### src/rtl/dpram_frame_scheduler_if.sv
// Receive-writer and drain-engine handshake for the ping-pong DPRAM frame scheduler.
// The scheduler connects through the slave modport. The driver connects through the master modport.
interface dpram_frame_scheduler_if;
  logic        iRxDone;
  logic [15:0] iRxLen;
  logic        oRxBankValid;
  logic        oRxBank;
  logic        oRunStart;
  logic [15:0] oTxLen;
  logic        oRdBank;
  logic        iRunEnd;
  logic        oBusy;
  logic [7:0]  oDropCnt;
  logic [7:0]  oTimeoutCnt;
  logic [15:0] oFrameCnt;

  modport slave (
    input  iRxDone, iRxLen, iRunEnd,
    output oRxBankValid, oRxBank, oRunStart, oTxLen, oRdBank, oBusy,
           oDropCnt, oTimeoutCnt, oFrameCnt
  );

  modport master (
    output iRxDone, iRxLen, iRunEnd,
    input  oRxBankValid, oRxBank, oRunStart, oTxLen, oRdBank, oBusy,
           oDropCnt, oTimeoutCnt, oFrameCnt
  );
endinterface

### src/rtl/dpram_frame_scheduler.sv
// Ping-pong receive DPRAM bank allocator and drain sequencer.
// Completed frames are queued in FIFO order and launched one at a time into the byte FIFO drain engine.
module dpram_frame_scheduler #(
  parameter int unsigned TIMEOUT_CYCLES = 4096,
  parameter int unsigned GAP_CYCLES     = 2,
  parameter int unsigned MAX_LEN        = 1023
) (
  input logic                    iDm9000aClk,
  input logic                    iRst,
  dpram_frame_scheduler_if.slave bus
);

  localparam logic [15:0] TmoLast = 16'(TIMEOUT_CYCLES - 1);
  localparam logic [15:0] GapLast = 16'(GAP_CYCLES - 1);
  localparam logic [15:0] MaxLen  = 16'(MAX_LEN);

  typedef enum logic [1:0] {StIdle, StRun, StRelease} state_e;

  state_e           state_q, state_d;
  logic [15:0]      cnt_q, cnt_d;
  logic [1:0]       full_q, full_d;
  logic [1:0][15:0] len_q, len_d;
  logic             wr_ptr_q, wr_ptr_d;
  logic             rd_ptr_q, rd_ptr_d;
  logic [15:0]      tx_len_q, tx_len_d;
  logic [7:0]       drop_q, drop_d;
  logic [7:0]       tmo_q, tmo_d;
  logic [15:0]      frame_q, frame_d;

  logic len_ok, rx_accept, rx_drop;
  logic launch, run_end, run_tmo;

  // All decisions use pre-edge full flags, so a bank freed this edge cannot absorb a frame.
  always_comb begin
    len_ok    = (bus.iRxLen != 16'd0) && (bus.iRxLen <= MaxLen);
    rx_accept = bus.iRxDone && !full_q[wr_ptr_q] && len_ok;
    rx_drop   = bus.iRxDone && !rx_accept;
  end

  always_ff @(posedge iDm9000aClk) begin
    if (iRst) begin
      state_q  <= StIdle;
      cnt_q    <= '0;
      full_q   <= '0;
      len_q    <= '0;
      wr_ptr_q <= 1'b0;
      rd_ptr_q <= 1'b0;
      tx_len_q <= '0;
      drop_q   <= '0;
      tmo_q    <= '0;
      frame_q  <= '0;
    end else begin
      state_q  <= state_d;
      cnt_q    <= cnt_d;
      full_q   <= full_d;
      len_q    <= len_d;
      wr_ptr_q <= wr_ptr_d;
      rd_ptr_q <= rd_ptr_d;
      tx_len_q <= tx_len_d;
      drop_q   <= drop_d;
      tmo_q    <= tmo_d;
      frame_q  <= frame_d;
    end
  end

  // One counter serves as the RUN timeout and the RELEASE gap, cleared at each boundary.
  always_comb begin
    state_d = state_q;
    cnt_d   = cnt_q;
    launch  = 1'b0;
    run_end = 1'b0;
    run_tmo = 1'b0;
    case (state_q)
      StIdle: begin
        if (full_q[rd_ptr_q]) begin
          state_d = StRun;
          launch  = 1'b1;
        end
      end
      StRun: begin
        if (bus.iRunEnd) begin
          state_d = StRelease;
          cnt_d   = '0;
          run_end = 1'b1;
        end else if (cnt_q == TmoLast) begin
          state_d = StRelease;
          cnt_d   = '0;
          run_tmo = 1'b1;
        end else begin
          cnt_d = cnt_q + 16'd1;
        end
      end
      StRelease: begin
        if (cnt_q == GapLast) begin
          state_d = StIdle;
          cnt_d   = '0;
        end else begin
          cnt_d = cnt_q + 16'd1;
        end
      end
      default: begin
        state_d = StIdle;
        cnt_d   = '0;
      end
    endcase
  end

  always_comb begin
    full_d   = full_q;
    len_d    = len_q;
    wr_ptr_d = wr_ptr_q;
    rd_ptr_d = rd_ptr_q;
    tx_len_d = tx_len_q;
    drop_d   = drop_q;
    tmo_d    = tmo_q;
    frame_d  = frame_q;
    if (rx_accept) begin
      full_d[wr_ptr_q] = 1'b1;
      len_d[wr_ptr_q]  = bus.iRxLen;
      wr_ptr_d         = ~wr_ptr_q;
    end
    // The read bank is full while RUN is active, so this clear never targets the bank being set above.
    if (run_end || run_tmo) begin
      full_d[rd_ptr_q] = 1'b0;
      rd_ptr_d         = ~rd_ptr_q;
    end
    if (launch) tx_len_d = len_q[rd_ptr_q];
    if (rx_drop && (drop_q != 8'hff)) drop_d = drop_q + 8'd1;
    if (run_tmo && (tmo_q != 8'hff)) tmo_d = tmo_q + 8'd1;
    if (run_end) frame_d = frame_q + 16'd1;
  end

  always_comb begin
    bus.oRunStart    = (state_q == StRun);
    bus.oBusy        = (state_q != StIdle);
    bus.oRxBankValid = ~full_q[wr_ptr_q];
    bus.oRxBank      = wr_ptr_q;
    bus.oRdBank      = rd_ptr_q;
    bus.oTxLen       = tx_len_q;
    bus.oDropCnt     = drop_q;
    bus.oTimeoutCnt  = tmo_q;
    bus.oFrameCnt    = frame_q;
  end

endmodule

### src/flat_wrapper.sv
// flat-port wrapper written by rule: the top's interface ports become plain ports
module dpram_frame_scheduler_flat 
#(
  parameter int unsigned TIMEOUT_CYCLES = 4096,
  parameter int unsigned GAP_CYCLES     = 2,
  parameter int unsigned MAX_LEN        = 1023
)
  (iDm9000aClk, iRst, bus_iRxDone, bus_iRxLen, bus_iRunEnd, bus_oRxBankValid, bus_oRxBank, bus_oRunStart, bus_oTxLen, bus_oRdBank, bus_oBusy, bus_oDropCnt, bus_oTimeoutCnt, bus_oFrameCnt);
  dpram_frame_scheduler_if bus_i ();
  input logic iDm9000aClk;
  input logic iRst;
  input wire logic [$bits(bus_i.iRxDone)-1:0] bus_iRxDone;
  input wire logic [$bits(bus_i.iRxLen)-1:0] bus_iRxLen;
  input wire logic [$bits(bus_i.iRunEnd)-1:0] bus_iRunEnd;
  output wire logic [$bits(bus_i.oRxBankValid)-1:0] bus_oRxBankValid;
  output wire logic [$bits(bus_i.oRxBank)-1:0] bus_oRxBank;
  output wire logic [$bits(bus_i.oRunStart)-1:0] bus_oRunStart;
  output wire logic [$bits(bus_i.oTxLen)-1:0] bus_oTxLen;
  output wire logic [$bits(bus_i.oRdBank)-1:0] bus_oRdBank;
  output wire logic [$bits(bus_i.oBusy)-1:0] bus_oBusy;
  output wire logic [$bits(bus_i.oDropCnt)-1:0] bus_oDropCnt;
  output wire logic [$bits(bus_i.oTimeoutCnt)-1:0] bus_oTimeoutCnt;
  output wire logic [$bits(bus_i.oFrameCnt)-1:0] bus_oFrameCnt;
  assign bus_i.iRxDone = bus_iRxDone;
  assign bus_i.iRxLen = bus_iRxLen;
  assign bus_i.iRunEnd = bus_iRunEnd;
  assign bus_oRxBankValid = bus_i.oRxBankValid;
  assign bus_oRxBank = bus_i.oRxBank;
  assign bus_oRunStart = bus_i.oRunStart;
  assign bus_oTxLen = bus_i.oTxLen;
  assign bus_oRdBank = bus_i.oRdBank;
  assign bus_oBusy = bus_i.oBusy;
  assign bus_oDropCnt = bus_i.oDropCnt;
  assign bus_oTimeoutCnt = bus_i.oTimeoutCnt;
  assign bus_oFrameCnt = bus_i.oFrameCnt;
  dpram_frame_scheduler #(.TIMEOUT_CYCLES(TIMEOUT_CYCLES), .GAP_CYCLES(GAP_CYCLES), .MAX_LEN(MAX_LEN)) u_core (.iDm9000aClk(iDm9000aClk), .iRst(iRst), .bus(bus_i));
endmodule
### config.mk
export PLATFORM = sky130hd
export DESIGN_NAME = dpram_frame_scheduler_flat
export DESIGN_NICKNAME = d
export VERILOG_FILES = /design/src/rtl/dpram_frame_scheduler_if.sv /design/src/rtl/dpram_frame_scheduler.sv /design/src/flat_wrapper.sv
export SDC_FILE = /design/constraint.sdc
export NUM_CORES = 1
export LEC_CHECK = 0
export CAP_MARGIN = 5
export CORE_ASPECT_RATIO = 0.8
export CORE_MARGIN = 2
export CORE_UTILIZATION = 45
export DETAILED_ROUTE_END_ITERATION = 10
export HOLD_SLACK_MARGIN = 0.02
export PLACE_DENSITY = 0.69
export SLEW_MARGIN = 10
export SYNTH_ARGS = -nofsm -noshare
export SYNTH_HDL_FRONTEND = slang
export SYNTH_SLANG_ARGS = --single-unit
### constraint.sdc
create_clock -name iDm9000aClk -period 2.7 [get_ports iDm9000aClk]
set_clock_uncertainty 0.05 [all_clocks]
set_input_delay 0.27 -clock iDm9000aClk [delete_from_list [all_inputs] [get_ports iDm9000aClk]]
set_output_delay 0.27 -clock iDm9000aClk [all_outputs]
set_load 0.01 [all_outputs]
==> flow_summary.toml <==
[floorplan]
design.core.area_um2 = 9690
fp.dieArea_um2 = 10800
ioPinCount = 73
dieHeight_um = 93.4
dieWidth_um = 116
fp-row-count = 32
initial_core_util_pct = 46.4

[pwr]
power.static_leakage_nw = 2.07
p_total_w = 0.00305
power_density_over_the_cells_nw_per_um2 = 538
power.ir.vdd_worst_v = 0.000283

[cells_and_area]
flow.area_growth_from_synthesis_pct = 26.1
fin_nets = 595
fin_cells = 707
n_fill_cell = 899
seqCellArea_um2 = 2040
antenna-diode-count = 0
area_of_the_multi_input_gates_um2 = 2310
final_layout_size_suffix_gt1_share_pct = 7.53

[synthesis]
synth.lib_cells_used.distinct = 55
synth_seq_area_share_pct = 45.4
postSynthCellCount = 493
synthArstFlopShare_pct = 0
synth_fp_nets = 522
post-synth-top-area-cell = "dfxtp_1"
ys_seq_elements = 102
syn_avg_cell_area_um2 = 9.12
ys_warn_count = 0
synthTopCellsByArea = "dfxtp_1 (45%), mux2i_1 (9.6%), nor2_1 (6.7%), a211oi_1 (3.2%), o21ai_0 (2.7%)"
synth_edf_count = 0
ys_flop_type = "dfxtp_1"
syn-cell-area_um2 = 4500
yosysTopAreaCellShare_pct = 45.4

[route]
detail-route-antenna-nets = 0
detail_route.iter0.violations = 276
routedWlPerCell_um = 14.2
route.detailed.vias_per_inst = 5.36
detail_route.drc_violations = 0
total_wirelength_um = 10000
first_pass_iters = 4
vias = 3786

[placement]
half_perimeter_wire_length_of_the_detailed_placement_result_um = 6970
placedCellCount = 691
dp_worst_setup_slack_ns = 0.163
port_buffers = 72
routabilityCongestion = 0.873

[clock_network]
cts_made_buffers = 9
clkLatencyLatePin_ns = 0.34
tritoncts_clock_tree = "yes"
post_cts_resize_count = 0
cts.clk_slew.worst_paths_ns = 0.07
clk_root_buffer_cell = "clkbuf_16"
cts_hold_buffers = 0
postCtsSetupRepairBufs = 0
cts_sinks = 102
h-tree-depth = 3
cts.path.max_buffers = 2

[timing]
report.final.setup_viol = 0
pnr_worst_setup_slack_ns = 0.465
min_hold_slack_ns = 0.259
period_needed_ns = 2.24
maxSlewViolCount = 0
fin_setup_tns_ns = 0
timing.final.hold_violations = 0
tightestPinTransition_ns = 0.625
post-route-period-util_pct = 82.8
unrepaired_setup_endpoints_after_global_routing = "no"
slew-limit-headroom_pct = 58.0
max_clock_freq_ghz = 0.447

[worst_setup_path]
critical_path.max_stage_delay_ns = 0.50
cp-startpoint = "u_core.cnt_q[6]$_SDFFE_PP0P_"
path_cells = "and4_1 -> nand4_4 -> nor4b_4 -> nand4_1 -> mux2_1"
worst_setup_path_start_kind = "flop"
criticalPathCategory = "flop to flop"
worst_ep_arrival_time_ns = 2.41
crit_slowest_cell = "nor4b_4"
crit_required_ns = 2.88
critical_path_end_type = "flop"
critPathMaxFanout = 9
r2r-start = "u_core.cnt_q[6]$_SDFFE_PP0P_"

[grt]
number_of_antenna_violations_at_the_first_check_in_global_routing = 0
gr-total-overflow = 0
grt_pass1_wl_um = 17000
grt_pass1_vias = 3573
grt_usage_pct = 19.5
grt_start_max_net_pins = 61

[worst_hold_path]
min_path_type = "input port to flop"
holdCritStartpoint = "iRst"

[outcome]
status = "finished, final reports clean"

[run]
cap_viol_max_count = 0
logic make-up (layout without fill, tap and decap cells):
| family | Yosys count | count (layout) | share of synthesized area [%] |
|---|---|---|---|
| fa+ha+maj | 9 | 9 | 2.50 |
| xor+xnor | 20 | 20 | 3.89 |
| simple gates | 200 | 200 | 22.8 |
| mux | 45 | 45 | 10.1 |
| buf+inv | 36 | 114 | 3.34 |
| compound gates | 81 | 81 | 12.0 |
| flops | 102 | 102 | 45.4 |
registers in the layout, indices dropped and copies added, names as in the netlist:
name,cells
u_core.bus.oRdBank,1
u_core.state_q,2
u_core.bus.oRxBank,1
u_core.bus.oFrameCnt,16
u_core.full_q,2
u_core.bus.oDropCnt,8
u_core.len_q,32
u_core.bus.oTimeoutCnt,8
u_core.cnt_q,16
u_core.bus.oTxLen,16
where the power goes:
group          internal, W  leakage (nW)  total, W  switching [W]
Sequential         0.00152         0.822   0.00153      0.0000114
Combinational     0.000119          1.11  0.000273       0.000154
Clock             0.000664         0.141   0.00125       0.000587
Total              0.00230          2.07   0.00305       0.000753
path summary, 6_finish.rpt:
path | depth (start not counted) | slack, ns | endpoint
worst max-delay path | 5 | 0.46 | u_core.bus.oTimeoutCnt[4]$_SDFFE_PP0P_
worst min-delay path | 2 | 0.26 | u_core.bus.oTimeoutCnt[1]$_SDFFE_PP0P_
worst max register to register | 5 | 0.46 | u_core.bus.oTimeoutCnt[4]$_SDFFE_PP0P_
worst min register to register | 1 | 0.42 | u_core.len_q[10]$_SDFFE_PP0P_
per-stage QoR:
stage / utilization (%) / area, um2
finish: 58.5 / 5670
global route: 58.5 / 5670
CTS: 58.5 / 5670
detailed placement: 55.6 / 5380
global placement: 55.6 / 5380
floorplan: - / 4500
layout make-up:
type                    count  area share [%]
multi-input cells         355            40.7
repair buffers             85            14.3
well taps                 136            3.00
clock inverters             6           0.882
inverters                  13           0.860
flip-flops and latches    102            36.0
clock buffers              10            4.21
cell usage in the layout (no fill, tap or decap), drive strengths merged, types with 11 or more instances in the layout:
master / count
dfxtp: 102
nor2: 80
clkdlybuf4s50: 71
mux2i: 43
nand2: 30
o21ai: 24
a211oi: 19
nand3: 16
inv: 16
and3: 14
buf: 14
xnor2: 13
nand4: 11
synth_stat cells, types with 6 or more instances:
master and n:
nor4_1 7, a211oi_1 19, inv_1 13, xor2_1 7, clkbuf_1 16, nor3_1 6
nand4_1 10, nand2_1 30, or3_1 6, ha_1 9, a21oi_1 10, dfxtp_1 102
and3_1 14, nand3_1 15, and2_1 10, o21ai_0 24, mux2i_1 43, nor2_1 80
xnor2_1 13
per-layer routing:
metal	vias up	wire [um]	global-route usage, %
met5	-	0	0
met4	0	75	4.86
met3	8	513	5.83
met2	81	4450	29.2
met1	1803	5000	27.5
li1	1894	-	-
critical path: cells and delay by family (launching register included):
family           cells  cell delay (ns)
AND/OR/NAND/NOR      4             1.29
multiplexers         1             0.32
flip-flops           1             0.46
Note: power is estimated with default switching activity, not from simulation.
